===== config.mk =====
export PLATFORM = sky130hd
export DESIGN_NAME = joy_turbo
export DESIGN_NICKNAME = d
export VERILOG_FILES = /design/src/rtl/joy_turbo.sv
export SDC_FILE = /design/constraint.sdc
export NUM_CORES = 1
export LEC_CHECK = 0
export ABC_AREA = 1
export BUFFER_PORTS_ARGS = -buffer_cell sky130_fd_sc_hd__buf_2
export CELL_PAD_IN_SITES_DETAIL_PLACEMENT = 0
export CELL_PAD_IN_SITES_GLOBAL_PLACEMENT = 1
export CORE_MARGIN = 4
export CORE_UTILIZATION = 35
export CTS_BUF_LIST = sky130_fd_sc_hd__clkbuf_8
export DETAILED_ROUTE_END_ITERATION = 7
export PLACE_DENSITY_LB_ADDON = 0.3
export SYNTH_ARGS = -nofsm -noshare
export SYNTH_HDL_FRONTEND = slang
export SYNTH_SLANG_ARGS = --single-unit

===== constraint.sdc =====
create_clock -name CLK -period 1 [get_ports CLK]
set_input_delay 0.1 -clock CLK [delete_from_list [all_inputs] [get_ports CLK]]
set_output_delay 0.1 -clock CLK [all_outputs]
set_load 0.02 [all_outputs]

===== src/rtl/joy_turbo.sv =====
// joy_turbo: per-player SOCD resolution and frame-locked autofire for up to
// four Genesis pads, registered as 12-bit button vectors for the multitap stage.
`default_nettype none
`timescale 1ns/1ps

module joy_turbo #(
  parameter int NPLAYERS = 4
) (
  input  logic        CLK,
  input  logic        RESET_N,
  input  logic        VBLANK,
  input  logic [1:0]  SOCD_MODE,
  input  logic [1:0]  TURBO_RATE,
  input  logic [11:0] JOY1,
  input  logic [11:0] JOY2,
  input  logic [11:0] JOY3,
  input  logic [11:0] JOY4,
  input  logic [5:0]  TURBO1,
  input  logic [5:0]  TURBO2,
  input  logic [5:0]  TURBO3,
  input  logic [5:0]  TURBO4,
  output logic [11:0] P1_OUT,
  output logic [11:0] P2_OUT,
  output logic [11:0] P3_OUT,
  output logic [11:0] P4_OUT
);

  localparam logic [1:0] HIST_NONE = 2'd0;
  localparam logic [1:0] HIST_NEG  = 2'd1;
  localparam logic [1:0] HIST_POS  = 2'd2;

  logic        vblank_q;
  logic        w_tick;
  logic [11:0] w_joy [4];
  logic [5:0]  w_turbo [4];
  logic [11:0] w_out [4];

  assign w_tick = VBLANK & ~vblank_q;

  always_ff @(posedge CLK or negedge RESET_N) begin
    if (!RESET_N) vblank_q <= 1'b0;
    else          vblank_q <= VBLANK;
  end

  assign w_joy[0]   = JOY1;
  assign w_joy[1]   = JOY2;
  assign w_joy[2]   = JOY3;
  assign w_joy[3]   = JOY4;
  assign w_turbo[0] = TURBO1;
  assign w_turbo[1] = TURBO2;
  assign w_turbo[2] = TURBO3;
  assign w_turbo[3] = TURBO4;
  assign P1_OUT     = w_out[0];
  assign P2_OUT     = w_out[1];
  assign P3_OUT     = w_out[2];
  assign P4_OUT     = w_out[3];

  // Last-press history for one axis; both pressed at once leaves no winner.
  function automatic logic [1:0] hist_next(input logic neg, input logic pos,
                                           input logic pneg, input logic ppos,
                                           input logic [1:0] hist);
    logic neg_new;
    logic pos_new;
    neg_new = neg & ~pneg;
    pos_new = pos & ~ppos;
    if (neg_new && pos_new)  hist_next = HIST_NONE;
    else if (neg_new)        hist_next = HIST_NEG;
    else if (pos_new)        hist_next = HIST_POS;
    else if (!neg && !pos)   hist_next = HIST_NONE;
    else                     hist_next = hist;
  endfunction

  // Returns {neg, pos} after resolving opposite directions on one axis.
  function automatic logic [1:0] socd(input logic neg, input logic pos,
                                      input logic [1:0] mode,
                                      input logic [1:0] hist, input logic is_ud);
    socd = {neg, pos};
    if (neg && pos) begin
      case (mode)
        2'd1:    socd = 2'b00;
        2'd2:    socd = (hist == HIST_NEG) ? 2'b10 :
                        (hist == HIST_POS) ? 2'b01 : 2'b00;
        2'd3:    socd = is_ud ? 2'b10 : 2'b00;
        default: socd = 2'b11;
      endcase
    end
  endfunction

  for (genvar i = 0; i < 4; i++) begin : g_lane
    if (i < NPLAYERS) begin : g_active
      logic [3:0]  jprev_q;
      logic [1:0]  hlr_q, hlr_d, hud_q, hud_d;
      logic [2:0]  cnt_q, cnt_d;
      logic        phase_q, phase_d;
      logic [11:0] out_q, out_d;
      logic [11:0] w_tmask;
      logic        w_held;

      // Turbo enables mapped onto the JOY bit positions of A,B,C,X,Y,Z.
      assign w_tmask = {w_turbo[i][5:3], 2'b00, w_turbo[i][2:0], 4'b0000};
      assign w_held  = |(w_tmask & w_joy[i]);

      always_comb begin
        hlr_d   = hist_next(w_joy[i][1], w_joy[i][0], jprev_q[1], jprev_q[0], hlr_q);
        hud_d   = hist_next(w_joy[i][3], w_joy[i][2], jprev_q[3], jprev_q[2], hud_q);
        cnt_d   = cnt_q;
        phase_d = phase_q;
        if (!w_held) begin
          cnt_d   = 3'd0;
          phase_d = 1'b1;
        end else if (w_tick) begin
          if (cnt_q == {1'b0, TURBO_RATE}) begin
            cnt_d   = 3'd0;
            phase_d = ~phase_q;
          end else begin
            cnt_d = cnt_q + 3'd1;
          end
        end
        out_d      = w_joy[i] & ~(w_tmask & {12{~phase_q}});
        out_d[1:0] = socd(w_joy[i][1], w_joy[i][0], SOCD_MODE, hlr_d, 1'b0);
        out_d[3:2] = socd(w_joy[i][3], w_joy[i][2], SOCD_MODE, hud_d, 1'b1);
      end

      always_ff @(posedge CLK or negedge RESET_N) begin
        if (!RESET_N) begin
          jprev_q <= 4'd0;
          hlr_q   <= HIST_NONE;
          hud_q   <= HIST_NONE;
          cnt_q   <= 3'd0;
          phase_q <= 1'b1;
          out_q   <= 12'd0;
        end else begin
          jprev_q <= w_joy[i][3:0];
          hlr_q   <= hlr_d;
          hud_q   <= hud_d;
          cnt_q   <= cnt_d;
          phase_q <= phase_d;
          out_q   <= out_d;
        end
      end

      assign w_out[i] = out_q;
    end else begin : g_unused
      assign w_out[i] = 12'd0;
    end
  end

endmodule

`default_nettype wire

# Word level (Yosys, flattened, before mapping)

Cells that the tools add are included.

Bits in registers: 97

Add/subtract/negate cells: 4
Equal/unequal tests: 31
Mux-type cells: 88
Bitwise operators: 54
Reductions and logical operators: 49

Operator list:

| kind                                           | count |
|---|---|
| bitwise AND 12 bit                             | 12 |
| two-way mux 2 bit                              | 48 |
| NOT 12 bit                                     | 4 |
| OR reduction 12 bit                            | 4 |
| two-way mux 3 bit                              | 12 |
| logical AND 1 bit                              | 24 |
| case mux 2 bit (3 select lines)                | 4 |
| NOT 1 bit                                      | 21 |
| == test 2 bit (second input constant)          | 10 |
| two-way mux 1 bit                              | 20 |
| == test 2 x 1 -> 1 bit (second input constant) | 9 |
| bitwise AND 1 bit                              | 17 |
| zero test 1 bit                                | 16 |
| case mux 2 bit (2 select lines)                | 4 |
| adder 3 x 1 -> 3 bit (second input constant)   | 4 |
| == test 3 x 2 -> 1 bit                         | 4 |
| != test 2 x 1 -> 1 bit (second input constant) | 4 |
| != test 2 bit (second input constant)          | 4 |
| AND reduction 2 bit                            | 4 |
| OR reduction 2 bit                             | 1 |

# Logic depth before layout (Yosys ltp)

Depth in word-level cells: 11
Mapped depth: 9

# Worst setup path after synthesis

Ideal clock, no wire load.

Kind: flip-flop to flip-flop
Start: reg vblank_q
End: reg g_lane[0].g_active.cnt_q[0]
Setup time: 0.118 ns
Arrival time: 0.857 ns
Path slack: 0.025 ns
Cell stages (with the launch flop): 7
Path buffers: 0
Cells stage by stage: dfrtp_1 -> nor2_1 -> inv_1 -> nand2_1 -> inv_1 -> nand2_1 -> nand2_1

Word-level cells in the longest chain between the ends: 3

Ends and longest elaborated chain:

| what                           | RTL line | RTL |
|---|---|---|
| from (decl)                    | 32       | `logic vblank_q;` |
| from (signal assigned)         | 41       | `if (!RESET_N) vblank_q <= 1'b0;` |
| from (signal assigned)         | 42       | `else vblank_q <= VBLANK;` |
| NOT 1 bit                      | 38       | `assign w_tick = VBLANK & ~vblank_q;` |
| bitwise AND 1 bit              | 38       |  |
| != test 2 bit (no source line) | --       |  |
| to (signal assigned)           | 136      | `cnt_q <= cnt_d;` |
| to (decl)                      | 93       | `logic [2:0] cnt_q, cnt_d;` |

Every way passes these cells.
A chain may end at the register's enable or synchronous reset.

# Worst setup path after layout

Start: reg g_lane[1].g_active.cnt_q[0]
End: reg g_lane[1].g_active.cnt_q[2]

Word-level cells in the longest chain between the ends: 4

Ends and longest elaborated chain:

| what                                                           | RTL line | RTL |
|---|---|---|
| from (decl)                                                    | 93       |  |
| from (signal assigned)                                         | 136      |  |
| adder 3 x 1 -> 3 bit or == test 3 x 2 -> 1 bit (tied branches) | 116, 112 |  |
| two-way mux 3 bit (*)                                          | 112      | `if (cnt_q == {1'b0, TURBO_RATE}) begin` |
| two-way mux 3 bit (*)                                          | 111      | `end else if (w_tick) begin` |
| two-way mux 3 bit (*)                                          | 108      | `if (!w_held) begin` |

Mark *: on every way between the ends. The rest lies on a longest branch, timed or not. The select of a mux whose other input is x is not followed.

==> metrics.cfg <==
[synthesis]
synth_cell_type_count = 21
yosys_register_bits = 97
yosysSeqAreaShare_pct = 57.9
syn-cell-area_mm2 = 0.00420
syn-num-nets = 568
synth_cells = 485
yosys_warnings = 0
avgSynthCellArea_um2 = 8.67

[worst_setup_path]
crit_path_end_kind = register
path_max_fanout = 4
critPathBufInv = 1
path_delay_family = flip-flops
cp.arrival_ps = 1380
crit_path_top_delay_cell = dfrtp_1
critPathRequiredTime_ps = 1260
worstPathCellList = buf_4, ha_2, xor2_1, nand4_1, nand2_1
cp_slowest_stage_delay_ps = 420
cp-start-kind = register
path_class = register to register

[placement]
port_buffers = 126
hpwl_mm = 7.04
place_ws_ps = -57.8
gp_congestion = 0.733
placed_area_mm2 = 0.00516

[finish]
final_cell_mix = 120 x nand2_1, 93 x dfrtp_1, 74 x buf_2
layout_commonest_cell = nand2_1
diodes = 0
post-route-cell-area_mm2 = 0.00685
syn2layout_area_growth_pct = 63.0
nets = 812
final_layout_size_suffix_gt1_share_pct = 36.5

[global_routing]
grt_pass1_vias = 3910
antenna_found_initial = 0
grt_pass1_wl_mm = 17.5
grt_max_degree = 31
groute.usage.overall_pct = 15.3
grt_overflow = 0

[power_and_ir_drop]
power_density_mw_per_mm2 = 1590
power.leakage_nw = 3.67
ir_drop_mv = 0.789
finalPower_mw = 10.9

[detailed_routing]
drt-vias-per-instance = 4.53
wirelength_mm = 10.5
dr.first_iter.drc_count = 113
ant_nets = 0
drcViolationCount = 0
drt-pass1-iter-count = 5
num_vias = 3971
wl_per_cell_um = 12.0

[die]
num_rows = 39
die-area_mm2 = 0.0138
chipHeight_um = 118
fp.coreArea_mm2 = 0.0116
start_util_pct = 36.4
io_pins = 127
dieWidth_um = 118

[clocking]
root_buffer = clkbuf_8
path_clk_slew_ps = 90
cts_buffers = 9
clock_latency_ps = 370
cts_max_level = 3
numClockSinks = 97
cts_tree = built
clk_path_buf_depth = 2

[flow_run]
cap_violations = 0

[timing]
drv_slew = 0
clock.fmax_mhz = 898
hold_ws_ps = -1.67
rsz0062_at_grt = yes
finClkSkew_ps = 4.83
tightestPinTransition_ps = 335
hold_violations = 1
fin_crit_ps = 1110
setup_ws_ps = -114
fin_setup_tns_ps = -569
fin_crit_sh_pct = 111
max-slew-margin-rel_pct = 77.7
report.final.setup_viol = 16

[outcome]
run_status = finished with violations
violations = hold timing, setup timing

[worst_hold_path]
hold_class = primary input to register

## timing repair
action	in CTS	in global routing
pin swaps	11	48
setup endpoints to repair	76	82
resized for setup	120	68
buffers inserted	2	18
endpoints found under the hold margin	151	0
hold buffers	75	0
## metrics by stage
stage                     cells  utilization [%]
final                       877             59.2
after global placement      769             44.7
after CTS                   862             56.6
after global routing        877             59.2
after detailed placement    769             44.7
after floorplan             485                -
## state kept, by name (all words and copies together) (netlist names)
register	count
g_lane.g_active.jprev_q	16
P1_OUT	12
P2_OUT	12
P3_OUT	12
P4_OUT	12
g_lane.g_active.cnt_q	12
g_lane.g_active.hlr_q	8
g_lane.g_active.hud_q	8
g_lane.g_active.phase_q	4
vblank_q	1
## kinds of logic (layout without fill, tap and decap cells)
family	count (synthesis)	count (layout)	synth area share, %
AND/OR/NAND/NOR	240	240	23.6
flip-flops	97	97	57.9
buffers and inverters	79	328	7.35
AO/OA/AOI/OAI	61	61	9.14
adder cells (fa/ha/maj)	4	4	1.19
XOR/XNOR	4	4	0.833
## routing by layer
metal	vias up	wire length (um)	global-route usage (%)
met5	-	0	0
met4	0	151	5.86
met3	14	479	3.94
met2	77	5610	27.8
met1	1880	4280	17.2
li1	2000	-	-
## Yosys cell counts
cell,n,area (um^2)
xor2_1,4,35.0
nand2_1,158,593
nor2_4,1,11.3
buf_6,1,11.3
ha_1,4,50.1
nor2_1,30,113
dfrtp_1,93,2330
dfstp_2,4,105
nand4_1,12,75.1
a21boi_0,24,180
buf_2,1,5.00
nand3_1,34,170
o21ai_0,1,5.00
a21oi_2,4,35.0
nand2_2,5,31.3
a21oi_1,30,150
o21ai_1,1,5.00
inv_1,74,278
buf_4,1,7.51
inv_2,2,7.51
o21ai_2,1,8.76
## worst paths after layout
check                                       startpoint  cells past startpoint                            end  slack (ps)
setup / recovery           g_lane[1].g_active.cnt_q[0]                      5    g_lane[1].g_active.cnt_q[2]        -110
setup reg to reg           g_lane[1].g_active.cnt_q[0]                      5    g_lane[1].g_active.cnt_q[2]        -110
hold / removal                                 JOY2[1]                      1  g_lane[1].g_active.jprev_q[1]          -2
min in group asynchronous                      RESET_N                      2                     P4_OUT[10]         170
max in group asynchronous                      RESET_N                      3     g_lane[1].g_active.phase_q         280
hold reg to reg             g_lane[2].g_active.phase_q                      2     g_lane[2].g_active.phase_q         470
## power by group
part | switching [mW] | internal, mW
Clock | 1.38 | 1.69
Sequential | 0.302 | 4.48
Combinational | 1.56 | 1.47
## cell type report
class	instances	area, um^2
clock inverters	3	68.8
fillers	996	4710
clock buffers	13	179
repair buffers	236	2020
flip-flops and latches	97	2430
multi-input cells	309	1690
well taps	143	179
inverters	76	285
Power figures use the tool's default switching activity.
